--- src/rtl/vend_sequencer.sv ---
// Vending controller: coin credit, product selection, dispense handshake,
// 5-rupee change stream and per-slot stock tracking.
module vend_sequencer #(
  parameter int PRICE0     = 15,
  parameter int PRICE1     = 20,
  parameter int PRICE2     = 25,
  parameter int PRICE3     = 10,
  parameter int MAX_CREDIT = 50,
  parameter int TIMEOUT    = 16,
  parameter int STOCK_INIT = 3
) (
  input  logic       clk,
  input  logic       reset,
  input  logic [1:0] coin,
  input  logic       sel_valid,
  input  logic [1:0] sel,
  input  logic       cancel,
  input  logic       restock,
  input  logic       vend_ack,
  input  logic       chg_ack,
  output logic [5:0] credit,
  output logic       vend_req,
  output logic [1:0] vend_id,
  output logic       chg_req,
  output logic       coin_reject,
  output logic [3:0] sold_out,
  output logic       busy
);

  typedef enum logic [1:0] {IDLE, CREDIT, VEND, CHANGE} state_t;

  localparam int TW = $clog2(TIMEOUT + 1);

  state_t        state;
  logic [TW-1:0] timer;
  logic [2:0]    stock [4];
  logic [6:0]    val;
  logic [6:0]    sum;
  logic [6:0]    price_sel;
  logic [6:0]    price_vid;
  logic [5:0]    left;
  logic          coin_ok;
  logic          sel_ok;

  function automatic logic [6:0] price(input logic [1:0] s);
    unique case (s)
      2'd0:    price = 7'(PRICE0);
      2'd1:    price = 7'(PRICE1);
      2'd2:    price = 7'(PRICE2);
      default: price = 7'(PRICE3);
    endcase
  endfunction

  always_comb begin
    val = 7'd0;
    unique case (coin)
      2'b01:   val = 7'd5;
      2'b10:   val = 7'd10;
      default: val = 7'd0;
    endcase
  end

  assign coin_ok   = (coin == 2'b01) || (coin == 2'b10);
  assign sum       = {1'b0, credit} + val;
  assign price_sel = price(sel);
  assign price_vid = price(vend_id);
  assign left      = credit - price_vid[5:0];
  assign sel_ok    = sel_valid
                  && ({1'b0, credit} >= price_sel)
                  && (stock[sel] != 3'd0);

  always_comb begin
    sold_out = 4'd0;
    for (int i = 0; i < 4; i++)
      sold_out[i] = (stock[i] == 3'd0);
  end

  always_ff @(posedge clk or negedge reset) begin
    if (!reset) begin
      state       <= IDLE;
      credit      <= 6'd0;
      timer       <= '0;
      vend_req    <= 1'b0;
      vend_id     <= 2'd0;
      chg_req     <= 1'b0;
      coin_reject <= 1'b0;
      busy        <= 1'b0;
      for (int i = 0; i < 4; i++)
        stock[i] <= 3'(STOCK_INIT);
    end else begin
      coin_reject <= 1'b0;
      unique case (state)
        IDLE: begin
          if (restock)
            for (int i = 0; i < 4; i++)
              stock[i] <= 3'(STOCK_INIT);
          if (coin_ok) begin
            credit <= sum[5:0];
            timer  <= '0;
            state  <= CREDIT;
          end else if (coin == 2'b11) begin
            coin_reject <= 1'b1;
          end
        end
        CREDIT: begin
          priority case (1'b1)
            cancel: begin
              coin_reject <= (coin != 2'b00);
              chg_req     <= (credit != 6'd0);
              busy        <= 1'b1;
              timer       <= '0;
              state       <= CHANGE;
            end
            (coin != 2'b00): begin
              timer <= '0;
              if (coin_ok && sum <= 7'(MAX_CREDIT))
                credit <= sum[5:0];
              else
                coin_reject <= 1'b1;
            end
            sel_ok: begin
              vend_id  <= sel;
              vend_req <= 1'b1;
              busy     <= 1'b1;
              timer    <= '0;
              state    <= VEND;
            end
            default: begin
              // Rejected selections still count as idle cycles.
              if (timer == TW'(TIMEOUT - 1)) begin
                chg_req <= (credit != 6'd0);
                busy    <= 1'b1;
                timer   <= '0;
                state   <= CHANGE;
              end else begin
                timer <= timer + 1'b1;
              end
            end
          endcase
        end
        VEND: begin
          coin_reject <= (coin != 2'b00);
          if (vend_ack) begin
            credit         <= left;
            stock[vend_id] <= stock[vend_id] - 3'd1;
            vend_req       <= 1'b0;
            if (left != 6'd0) begin
              chg_req <= 1'b1;
              state   <= CHANGE;
            end else begin
              busy  <= 1'b0;
              state <= IDLE;
            end
          end
        end
        CHANGE: begin
          coin_reject <= (coin != 2'b00);
          if (credit == 6'd0) begin
            chg_req <= 1'b0;
            busy    <= 1'b0;
            state   <= IDLE;
          end else if (chg_ack) begin
            credit <= credit - 6'd5;
            if (credit == 6'd5) begin
              chg_req <= 1'b0;
              busy    <= 1'b0;
              state   <= IDLE;
            end
          end
        end
        default: state <= IDLE;
      endcase
    end
  end

endmodule

--- config.mk ---
export PLATFORM = sky130hd
export DESIGN_NAME = vend_sequencer
export DESIGN_NICKNAME = d
export VERILOG_FILES = /design/src/rtl/vend_sequencer.sv
export SDC_FILE = /design/constraint.sdc
export NUM_CORES = 1
export LEC_CHECK = 0
export ABC_CLOCK_PERIOD_IN_PS = 3850
export BUFFER_PORTS_ARGS = -buffer_cell sky130_fd_sc_hd__buf_2
export CAP_MARGIN = 20
export CORE_UTILIZATION = 25
export CTS_CLUSTER_SIZE = 14
export DETAILED_ROUTE_END_ITERATION = 7
export GPL_TIMING_DRIVEN = 0
export HOLD_SLACK_MARGIN = 0.02
export PLACE_DENSITY_LB_ADDON = 0.15
export RECOVER_POWER = 25
export REMOVE_ABC_BUFFERS = 1
export SLEW_MARGIN = 0
export SYNTH_ARGS = -nofsm -noshare
export SYNTH_HDL_FRONTEND = slang
export SYNTH_SLANG_ARGS = --single-unit
--- constraint.sdc ---
create_clock -name clk -period 3.85 [get_ports clk]
set_clock_uncertainty 0.05 [all_clocks]
set_input_delay 0.1925 -clock clk [delete_from_list [all_inputs] [get_ports clk]]
set_output_delay 0.1925 -clock clk [all_outputs]
set_load 0.03 [all_outputs]
# ---- After elaboration in Yosys (flattened, before gate mapping)
# Index checks and enable logic that the tools add are counted.
dict set report classes {
  n_addsub 5
  n_lt_le_gt_ge 5
  n_eq_ne 30
  n_mux 68
  n_bitwise 4
  n_reduce_logical 30
}
# cell n
set op_table {}
lappend op_table {{2-to-1 mux 6 bit} 7}
lappend op_table {{one-hot mux 5 bit (3 select lines)} 2}
lappend op_table {{2-to-1 mux 5 bit} 5}
lappend op_table {{2-to-1 mux 1 bit} 24}
lappend op_table {{2-to-1 mux 12 bit} 2}
lappend op_table {{!= test 2 bit (second input constant)} 12}
lappend op_table {{one-hot mux 12 bit (2 select lines)} 1}
lappend op_table {{one-hot mux 6 bit (4 select lines)} 1}
lappend op_table {{2-to-1 mux 2 bit} 10}
lappend op_table {{2-to-1 mux 3 bit} 5}
lappend op_table {{!= test 3 bit (second input constant)} 5}
lappend op_table {{AND reduction 7 bit} 2}
lappend op_table {{binary-select mux 3 bit (select 2 bit)} 2}
lappend op_table {{bitwise mux 12 bit} 1}
lappend op_table {{== test 2 bit (second input constant)} 6}
lappend op_table {{logical NOT 3 bit} 4}
lappend op_table {{nonzero test 6 bit} 2}
lappend op_table {{one-hot mux 5 bit (2 select lines)} 1}
lappend op_table {{one-hot mux 1 bit (3 select lines)} 3}
lappend op_table {{== test 2 x 1 -> 1 bit (second input constant)} 4}
lappend op_table {{one-hot mux 2 bit (4 select lines)} 1}
lappend op_table {{one-hot mux 4 bit (2 select lines)} 1}
lappend op_table {{AND reduction 8 bit} 1}
lappend op_table {{nonzero test 2 bit} 4}
lappend op_table {{27 further kinds} 36}
dict set report totals {
  register_bits 31
  inputBits 11
  output_inout_bits 16
  elab_cells 154
}

# ---- Depth between registers and ports, before layout
# Gate-level depths: netlist of the first run.
dict set report depth {
  depth_word 10
  ltp_mapped 15
  mapped_depth_nobuf 15
}

# ---- Least setup slack after synthesis of the first run
# No wires, ideal clock.
dict set report synth_timing {
  kind {reg-to-reg}
  from {register vend_id[0]}
  to {register chg_req}
  setup_ns 0.151
  t_arrival_ns 2.812
  t_required_ns 3.649
  setup_slack_ns 0.838
  stages_incl_launch_ff 16
  n_path_buf 0
  period_less_slack_ns 3.012
  cell_sequence {dfrtp_1 > inv_1 > ha_1 > nor2_1 > nor2_1 > ha_1 > inv_1 > fa_1 > a21oi_1 > nor2_1 > nor2_1 > xor2_1 > nand3_1 > or3_1 > o2bb2ai_1 > a221oi_1}
}
dict set report synth_via {
  elab_chain_cells 6
  elab_cells_between_ends 8
  cone_classes {add/sub: 1; eq/ne: 3; mux: 1; reduce/logical: 3}
}
# element line_no
set synth_lines {}
lappend synth_lines {{start: declaration} 23} ;# output logic [1:0] vend_id,
lappend synth_lines {{start signal: assignment} 122} ;# vend_id <= sel;
lappend synth_lines {{== test 2 bit (tied with other cells)} 46} ;# unique case (s)
lappend synth_lines {{one-hot mux 5 bit (3 select lines) (*)} 46}
lappend synth_lines {{subtractor 6 bit (*)} 67} ;# assign left = credit - price_vid[5:0];
lappend synth_lines {{nonzero test 6 bit (*)} 147} ;# if (left != 6'd0) begin
lappend synth_lines {{!= test 2 bit (no source line) (*)} --}
lappend synth_lines {{AND reduction 8 bit (no source line) (*)} --}
lappend synth_lines {{end signal: assignment} 109} ;# chg_req <= (credit != 6'd0);
lappend synth_lines {{end signal: assignment} 131} ;# chg_req <= (credit != 6'd0);
lappend synth_lines {{end: declaration} 24} ;# output logic chg_req,
# Mark *: on every way between the ends. The rest lies on a longest branch, timed or not.
# A chain may end at the register's enable or synchronous reset.

# ---- Worst setup path in the final report of the first run
# Ends and elaborated chain as after synthesis.

==> reports/results.txt, run 1 <==
cell taking the most area after synthesis: dfrtp_1
synthesis-to-layout area growth: 13.2%
DR DRC count: 0
failing checks: max-capacitance violations, max-slew violations
count of standard-cell rows: 37
Power Density: 847 nW/µm²
count of final max-slew check failures: 32
ys async rst share: 100%
post-DP HPWL: 5420 µm
gr usage total: 13.3%
initial drt markers: 102
syn_area_per_cell: 8.67 µm²
final hold viol count: 0
Clock Path Buffers: 2
GPL Wtd Cong: 0.775
die height: 106 µm
Most Crowded Layer GR: met2
VDD IR max: 0.214 mV
slowest stage delay, CP: 0.54 ns
cell family contributing the most delay on the critical path: simple AND/OR/NAND/NOR gates
worst-path fanout max: 10
setup total negative slack: 0 ns
CTS Sinks: 31
GR met1 Demand/Resource: 19.1%
Period minus WS final: 3.25 ns
status: finished with violations
ANT cells: 0
post-route ant nets: 0
Die W: 106 µm
cell area after synthesis: 2720 µm²
Crit Path Class: reg2reg
CP max stage cell: dfrtp_1
root buffer cell: clkbuf_8
Fill cells: 1133
Port Buf Inserts: 26
CP endpoint kind: register
fin crit share: 84.3%
Pre-antenna DRT Iters: 4
placed cells: 468
global route overflow: 0
largest net degree at the start of global routing: 32
CTS tree: done
Yosys top cell area share: 21.2%
post-synthesis register bit count: 31
vias in the first global route: 2276
Core Box Area: 10400 µm²
postcts setup bufs: 0
cts repair resizes: 0
number of flops mapped to enable cells by yosys: 0
Clock Latency Late Sink: 0.28 ns
sequential area share after synthesis: 28.9%
cts hold-fix bufs: 1
Starting Density: 26.1%
Nets: 384
final WL: 7070 µm
Gate Count Post-Synth: 313
Clk pin slew, worst setup/hold paths: 0.07 ns
met2 Use GR: 21.2%
final setup fails: 0
Pleak: 1.38 nW
first-pass GRT wire length: 12000 µm
synth warn: 0
layout cells sized above 1: 15.0%
critical-path cell list: inv_1, ha_1, nor2_1, nor2_1, ha_1, inv_1, fa_1, a21oi_1, nor2_1, nor2_1, xor2_1, nand3_1, or3_1, o2bb2ai_1, a221oi_1
Startpoint Class: register
initial antenna violation count: 0
met3 track demand over resource: 1.66%
WP data arrival: 3.33 ns
number of buffer and inverter stages on the critical path: 2
worst hold path type: in2reg
Max-Cap Viols: 1
Critical Path RT: 3.93 ns
CTS HTree Levels: 2
fmax: 308 MHz
non-filler instance count after layout: 477
die area: 11300 µm²
multi-input logic area: 1800 µm²
Synth Flop Type: dfrtp_1
relative slew slack: -19.1%
storage element area: 786 µm²
top cells by area, synth: dfrtp_1, ha_1, dfstp_2, a21oi_1, nor2_1
Via Count: 2306
TritonCTS buffer count: 5
vias per cell: 4.83
IO Count: 27
Least-Margin Pin Slew: 1.79 ns
RSZ-0062 raised after global routing: false
wire per inst: 14.8 µm
Synth cell types: 57
Most common cell on crit path: nor2_1
## metal layers
metal | routed length [µm] | vias up
li1 | - | 1163
met3 | 77 | 2
met1 | 3730 | 1119
met5 | 0 | -
met4 | 36 | 0
met2 | 3220 | 22
## path summary, 6_finish.rpt
path	start	endpoint	slack (ns)	depth (start not counted)
setup / recovery	vend_id[0]$_DFFE_PN0P_	chg_req$_DFFE_PN0P_	0.60	15
hold / removal	vend_ack	state[0]$_DFFE_PN0P_	0.19	3
setup reg to reg	vend_id[0]$_DFFE_PN0P_	chg_req$_DFFE_PN0P_	0.60	15
max in group asynchronous	reset	vend_id[0]$_DFFE_PN0P_	1.84	2
min in group asynchronous	reset	timer[3]$_DFFE_PN0P_	0.87	2
hold reg to reg	timer[3]$_DFFE_PN0P_	timer[3]$_DFFE_PN0P_	0.44	1
## kinds of logic after synthesis
logic type                 share of synthesized area, %
and+or+nand+nor                                    17.2
muxes                                              5.71
adders and majority gates                          15.5
xor gates and xnor gates                           5.12
buffers and inverters                              4.79
DFF                                                28.9
AOI/OAI and AO/OA                                  22.7
## worst reg2reg max path, cell delays in order, from the launching register on
cell       delay [ns]
dfrtp_1          0.54
inv_1            0.16
ha_1             0.29
nor2_1           0.08
nor2_1           0.11
ha_1             0.17
inv_1            0.05
fa_1             0.40
a21oi_1          0.15
nor2_1           0.05
nor2_1           0.11
xor2_1           0.20
nand3_1          0.11
or3_1            0.41
o2bb2ai_1        0.15
a221oi_1         0.08
## through the flow
step                util, %  setup WS (ns)  cell area, µm²  power [mW]  hold WS (ns)
floorplan                 -          0.838            2680        1.91        -0.153
global placement       28.6          0.550            2980        2.34         0.266
detailed placement     28.6          0.552            2980        2.35         0.268
CTS                    29.6          0.540            3080        2.64         0.184
global route           29.5          0.162            3070        2.89         0.212
finish                 29.5          0.604            3070        2.60         0.192
## cells in the mapped netlist, types with 2 or more instances
cell type and count:
xnor2_1 6, a31oi_1 3, o211ai_1 2, nand3b_1 2, buf_2 2, and3_1 2, clkinv_1 2, dfstp_2 8
clkbuf_1 4, a21o_1 4, nand2b_1 7, nand2_1 30, nor3_1 7, a21oi_1 25, inv_1 23, o21bai_1 3
xor2_1 8, o21a_1 6, o31a_1 2, nand3_1 10, ha_1 32, nor2_1 32, o21ai_0 23, mux2i_1 5
a221oi_1 2, mux4_2 4, dfrtp_1 23, o21ai_1 5, nor2b_1 3
## registers in the layout (all words and copies together) (netlist names)
name,cells
stock,12
credit,6
timer,5
state,2
vend_id,2
busy,1
chg_req,1
coin_reject,1
vend_req,1
## power breakdown
part	switching (mW)	leakage [nW]	internal, mW
Sequential	0.272	0.368	0.469
Clock	0.132	0.0482	0.144
Combinational	0.926	0.962	0.660
## layout make-up
type / count / share of cell area [%]
Inverter: 25 / 3.05
Clock inverter: 1 / 0.163
Tap cell: 136 / 5.54
Timing Repair Buffer: 27 / 4.35
Clock buffer: 7 / 2.81
Multi-Input combinational cell: 250 / 58.5
Sequential cell: 31 / 25.6
## layout by cell type (no fill, tap or decap), types with 5 or more instances in the layout
cell / Yosys / routed
nor2_1: 32 / 32
ha_1: 32 / 32
nand2_1: 30 / 30
a21oi_1: 25 / 25
inv_1: 23 / 23
o21ai_0: 23 / 23
dfrtp_1: 23 / 23
buf_2: 2 / 21
nand3_1: 10 / 10
xor2_1: 8 / 8
dfstp_2: 8 / 8
nor3_1: 7 / 7
nand2b_1: 7 / 7
xnor2_1: 6 / 6
o21a_1: 6 / 6
clkbuf_8: 0 / 6
clkbuf_1: 4 / 6
o21ai_1: 5 / 5
mux2i_1: 5 / 5
No activity file was read; power rests on OpenSTA's default activity.
==> run 2: changes to the inputs <==
- ABC_CLOCK_PERIOD_IN_PS: 3850 -> 2650
- clock period: 3.85 -> 2.65 ns (I/O delays scaled with it)
==> reports/results.txt, run 2 (synthesis gave the netlist of run 1 again) <==
worst-path fanout max: 9 (was 10)
largest net degree at the start of global routing: 32 (unchanged)
met1 WL: 3640 µm (was 3730 µm)
WHS Endpoint: state[0]$_DFFE_PN0P_ (unchanged)
worst hold path type: in2reg (unchanged)
RSZ-0062 raised after global routing: true (was false)
placed cell area: 2980 µm² (unchanged)
Max-Cap Viols: 1 (unchanged)
Clock Latency Late Sink: 0.29 ns (was 0.28 ns)
Crit Path Class: reg2reg (unchanged)
Die W: 106 µm (unchanged)
status: finished with violations (unchanged)
Clock Path Buffers: 2 (unchanged)
Critical Path RT: 2.79 ns (was 3.93 ns)
VDD IR max: 0.337 mV (was 0.214 mV)
relative slew slack: -17.9% (was -19.1%)
final setup fails: 2 (was 0)
gr usage total: 13.6% (was 13.3%)
Worst Hold Launch: vend_ack (unchanged)
setup ws final: -0.127 ns (was 0.604 ns)
Core Box Area: 10400 µm² (unchanged)
Clk pin slew, worst setup/hold paths: 0.07 ns (about the same)
NetSw: 2.13 mW (was 1.33 mW)
Port Buf Inserts: 26 (unchanged)
first-pass GRT wire length: 12200 µm (was 12000 µm)
sw frac: 49.3% (was 51.1%)
vias in the first global route: 2318 (was 2276)
post-place setup slack: -0.648 ns (was 0.552 ns)
top layer in use: met4 (unchanged)
fmax: 360 MHz (was 308 MHz)
Via Count: 2345 (was 2306)
GPL Wtd Cong: 0.775 (unchanged)
Top reg by flops: stock (unchanged)
CP endpoint kind: register (unchanged)
post-DP HPWL: 5420 µm (unchanged)
r2r worst-path depth: 10 (was 15)
max reg flops: 12 (unchanged)
synthesis-to-layout area growth: 23.5% (was 13.2%)
cell area after layout: 3350 µm² (was 3070 µm²)
Pleak: 1.46 nW (was 1.38 nW)
reg-to-reg setup timing slack: -0.13 ns (was 0.60 ns)
CTS HTree Levels: 2 (unchanged)
die height: 106 µm (unchanged)
vias per cell: 4.79 (was 4.83)
Period minus WS final: 2.78 ns (was 3.25 ns)
initial drt markers: 121 (was 102)
Reg2Reg Capture Point: chg_req$_DFFE_PN0P_ (unchanged)
WP data arrival: 2.92 ns (was 3.33 ns)
final WL: 7230 µm (was 7070 µm)
Power Density: 1290 nW/µm² (was 847 nW/µm²)
count of final max-slew check failures: 32 (unchanged)
Startpoint Class: register (unchanged)
registers with the most flip-flops: stock: 12 flops, credit: 6 flops, timer: 5 flops (unchanged)
failing checks: max-capacitance violations, max-slew violations, negative setup slack (was max-capacitance violations, max-slew violations)
most common cell after layout, fill and taps aside: nor2_1
FF-to-FF Start: credit[0]$_DFFE_PN0P_ (was vend_id[0]$_DFFE_PN0P_)
wire per inst: 14.8 µm (about the same)
TritonCTS buffer count: 5 (unchanged)
Internal Power: 2.19 mW (was 1.27 mW)
Nets: 397 (was 384)
CTS tree: done (unchanged)
final hold viol count: 0 (unchanged)
ANT cells: 0 (unchanged)
Clock power frac: 9.3% (was 10.6%)
fin crit share: 105% (was 84.3%)
IO Count: 27 (unchanged)
met3 WL: 218 µm (was 77 µm)
initial antenna violation count: 0 (unchanged)
Pre-antenna DRT Iters: 6 (was 4)
global route overflow: 0 (unchanged)
CTS Sinks: 31 (unchanged)
part of the power in registers: 24.7% (was 28.5%)
Least-Margin Pin Slew: 1.77 ns (was 1.79 ns)
Tot Pwr: 4.33 mW (was 2.60 mW)
root buffer cell: clkbuf_8 (unchanged)
met2 wire length: 3330 µm (was 3220 µm)
Hold Slack: 0.106 ns (was 0.192 ns)
DR DRC count: 0 (unchanged)
post-route ant nets: 0 (unchanged)
count of standard-cell rows: 37 (unchanged)
layout cells sized above 1: 27.7% (was 15.0%)
cell count of the worst hold path: 3 (unchanged)
die area: 11300 µm² (unchanged)
Starting Density: 26.1% (unchanged)
most frequent cells in the layout: nor2_1, nand2_1, ha_1 (was nor2_1, ha_1, nand2_1)
Comb pwr share: 66.0% (was 60.9%)
## run 2: cell types whose count changed in the layout (fill, tap and decap cells not counted), moves of 3 or more
cell	change
a21oi_1	-3
inv_1	-3
buf_4	+10
dfrtp_2	+7
dfrtp_1	-7
a21oi_2	+3
buf_6	+3
ha_1	-5
o21ai_0	-3
ha_4	+5
## run 2: layout make-up
class	instances	area, µm²
tap	136	170
fill	1100	7060
timing repair buffer	40	244
clock inverter	1	5.00
sequential	31	795
clock buffer	7	86.3
inverter	25	100
multi-input combinational	250	1950
## run 2: worst max-delay path by stage
stage,start,end,slack [ns],depth (start not counted)
finish,credit[0]$_DFFE_PN0P_,chg_req$_DFFE_PN0P_,-0.13,10
global route,vend_id[0]$_DFFE_PN0P_,chg_req$_DFFE_PN0P_,-0.32,14
CTS,vend_id[0]$_DFFE_PN0P_,chg_req$_DFFE_PN0P_,-0.21,14
detailed placement,vend_id[0]$_DFFE_PN0P_,chg_req$_DFFE_PN0P_,-0.65,15
global placement,vend_id[0]$_DFFE_PN0P_,chg_req$_DFFE_PN0P_,-0.65,15
floorplan,vend_id[0]$_DFFE_PN0P_,chg_req$_DFFE_PN0P_,-0.36,15
## run 2: repair_timing
item | 4_1_cts | 5_1_grt
pin swaps | 12 | 15
setup buffers | 10 | 3
gates resized for setup | 22 | 25
hold buffers | 1 | 0
setup endpoints to repair | 14 | 11
endpoints found under the hold margin | 23 | 0
## run 2: critical path, cell delays in order, from the launching register on
cell and delay, ns:
dfrtp_2 0.49, inv_1 0.20, ha_1 0.26, nand2b_1 0.14, a21o_1 0.17, a21o_1 0.18
a31oi_2 0.29, nor2_1 0.15, a221oi_2 0.45, nor2_1 0.11, a221oi_2 0.20
## run 2: stage by stage
step           TNS [ns]  std cells  util, %
3_5_place_dp      -3.34        468     28.6
5_1_grt           -1.13        490     32.2
6_report         -0.132        490     32.2
4_1_cts          -0.874        487     30.9
3_3_place_gp      -3.01        468     28.6
2_1_floorplan     -1.16        306        -
## run 2: power groups by stage
stage                     sequential (mW)  combinational [mW]  clock [mW]
after floorplan                      1.12                1.65           0
after global placement               1.09                2.31           0
after detailed placement             1.09                2.32           0
after CTS                            1.06                2.64       0.417
after global routing                 1.12                3.21       0.438
final                                1.07                2.85       0.402
## run 2: per-layer routing
metal	GRT usage, %	up-vias
li1	-	1186
met1	19.2	1129
met2	21.9	28
met3	1.84	2
met4	3.27	0
met5	0	-
==> run 3: changes to the inputs <==
- PLACE_DENSITY_LB_ADDON: 0.15 -> default
==> reports/results.txt, run 3 (synthesis gave the netlist of run 1 again) <==
Top reg by flops: stock (unchanged)
final WL: 7180 µm (was 7230 µm)
Clock Path Buffers: 2 (unchanged)
first-pass GRT wire length: 11900 µm (was 12200 µm)
fin crit share: 106% (was 105%)
gr usage total: 13.4% (was 13.6%)
initial drt markers: 105 (was 121)
initial antenna violation count: 0 (unchanged)
WP data arrival: 2.90 ns (was 2.92 ns)
Core Box Area: 10400 µm² (unchanged)
post-place setup slack: -0.638 ns (was -0.648 ns)
fmax: 356 MHz (was 360 MHz)
largest net degree at the start of global routing: 32 (unchanged)
post-route ant nets: 0 (unchanged)
setup ws final: -0.157 ns (was -0.127 ns)
global route overflow: 0 (unchanged)
post-DP HPWL: 5170 µm (was 5420 µm)
IO Count: 27 (unchanged)
Die W: 106 µm (unchanged)
layout cells sized above 1: 27.3% (was 27.7%)
root buffer cell: clkbuf_8 (unchanged)
count of standard-cell rows: 37 (unchanged)
Via Count: 2406 (was 2345)
vias in the first global route: 2398 (was 2318)
final hold viol count: 0 (unchanged)
Critical Path RT: 2.74 ns (was 2.79 ns)
worst-path fanout max: 4 (was 9)
wire per inst: 14.5 µm (was 14.8 µm)
CTS HTree Levels: 2 (unchanged)
Port Buf Inserts: 26 (unchanged)
multi-input logic area: 1950 µm² (about the same)
RSZ-0062 raised after global routing: true (unchanged)
synthesis-to-layout area growth: 24.8% (was 23.5%)
critical-path cell list: buf_6, ha_4, nor2_4, ha_4, inv_2, fa_2, a21oi_2, nor2_1, nor2_1, xor2_1, nand3_1, or3_4, o2bb2ai_4, a221oi_2 (was inv_1, ha_1, nand2b_1, a21o_1, a21o_1, a31oi_2, nor2_1, a221oi_2, nor2_1, a221oi_2)
Startpoint Class: register (unchanged)
max reg flops: 12 (unchanged)
Nets: 402 (was 397)
final setup fails: 4 (was 2)
die area: 11300 µm² (unchanged)
die height: 106 µm (unchanged)
storage element area: 792 µm² (was 795 µm²)
Max-Cap Viols: 1 (unchanged)
ANT cells: 0 (unchanged)
CP endpoint kind: register (unchanged)
Finished Core Util: 32.5% (was 32.2%)
failing checks: max-capacitance violations, max-slew violations, negative setup slack (unchanged)
met2 wire length: 3470 µm (was 3330 µm)
GPL Wtd Cong: 0.810 (was 0.775)
Pleak: 1.49 nW (was 1.46 nW)
Clk pin slew, worst setup/hold paths: 0.07 ns (about the same)
Clock Latency Late Sink: 0.29 ns (about the same)
Power Density: 1280 nW/µm² (was 1290 nW/µm²)
slowest stage delay, CP: 0.45 ns (was 0.49 ns)
Hold Slack: 0.0880 ns (was 0.106 ns)
VDD IR max: 0.408 mV (was 0.337 mV)
CP max stage cell: dfrtp_2 (unchanged)
Crit Path Class: reg2reg (unchanged)
CTS tree: done (unchanged)
met1 WL: 3370 µm (was 3640 µm)
most frequent cells in the layout: nor2_1, nand2_1, ha_1 (unchanged)
TritonCTS buffer count: 5 (unchanged)
vias per cell: 4.86 (was 4.79)
DR DRC count: 0 (unchanged)
relative slew slack: -15.0% (was -17.9%)
Period minus WS final: 2.81 ns (was 2.78 ns)
top layer in use: met4 (unchanged)
worst hold path type: in2reg (unchanged)
count of final max-slew check failures: 32 (unchanged)
Pre-antenna DRT Iters: 4 (was 6)
met3 WL: 270 µm (was 218 µm)
CTS Sinks: 31 (unchanged)
registers with the most flip-flops: stock: 12 flops, credit: 6 flops, timer: 5 flops (unchanged)
Starting Density: 26.1% (unchanged)
Least-Margin Pin Slew: 1.73 ns (was 1.77 ns)
status: finished with violations (unchanged)
Fill cells: 1088 (was 1100)
run 3: critical path, delay by kind of cell, from the launching register on:
kind | cells | cell delay, ns
AND/OR/NAND/NOR | 5 | 0.82
XOR/XNOR | 1 | 0.19
flip-flops | 1 | 0.45
buffers and inverters | 2 | 0.18
adder cells (fa/ha/maj) | 3 | 0.65
AO/OA/AOI/OAI | 3 | 0.36
run 3: where the power goes:
part | leakage [nW] | total, mW | switching (mW) | internal [mW]
clock network | 0.0482 | 0.397 | 0.187 | 0.210
registers | 0.363 | 1.06 | 0.369 | 0.691
logic | 1.08 | 2.90 | 1.57 | 1.32
total | 1.49 | 4.35 | 2.13 | 2.23
run 3: timing repair:
item | in CTS | in global routing
setup buffers | 12 | 8
endpoints found under the hold margin | 23 | 0
gates resized for setup | 26 | 17
setup endpoints to repair | 8 | 12
hold buffers | 1 | 0
pin swaps | 13 | 16
run 3: layout make-up:
type	count	share of cell area, %
flip-flops and latches	31	23.4
well taps	136	5.02
repair buffers	45	8.42
clock buffers	7	2.55
clock inverters	1	0.148
multi-input cells	250	57.6
inverters	25	2.84
run 3: path summary, 6_finish.rpt:
path	slack [ns]	depth (start not counted)	to	from
max	-0.16	14	chg_req$_DFFE_PN0P_	vend_id[1]$_DFFE_PN0P_
min	0.09	3	state[0]$_DFFE_PN0P_	vend_ack
max reg2reg	-0.16	14	chg_req$_DFFE_PN0P_	vend_id[1]$_DFFE_PN0P_
min reg2reg	0.45	1	timer[3]$_DFFE_PN0P_	timer[3]$_DFFE_PN0P_
max in group asynchronous	0.63	2	vend_id[0]$_DFFE_PN0P_	reset
min in group asynchronous	0.79	2	coin_reject$_DFF_PN0_	reset
run 3: per-stage QoR:
step                setup TNS, ns  cells  area [µm²]  total power, mW
global route                -1.26    495        3390             4.72
finish                     -0.269    495        3390             4.35
detailed placement          -2.63    468        2980             3.36
floorplan                   -1.16    306        2680             2.77
CTS                        -0.459    488        3240             4.09
global placement            -2.27    468        2980             3.30
run 3: metal layers:
metal / vias up / track usage, %
met3: 10 / 2.64
met5: - / 0
met1: 1159 / 17.4
li1: 1198 / -
met2: 39 / 22.4
met4: 0 / 3.67
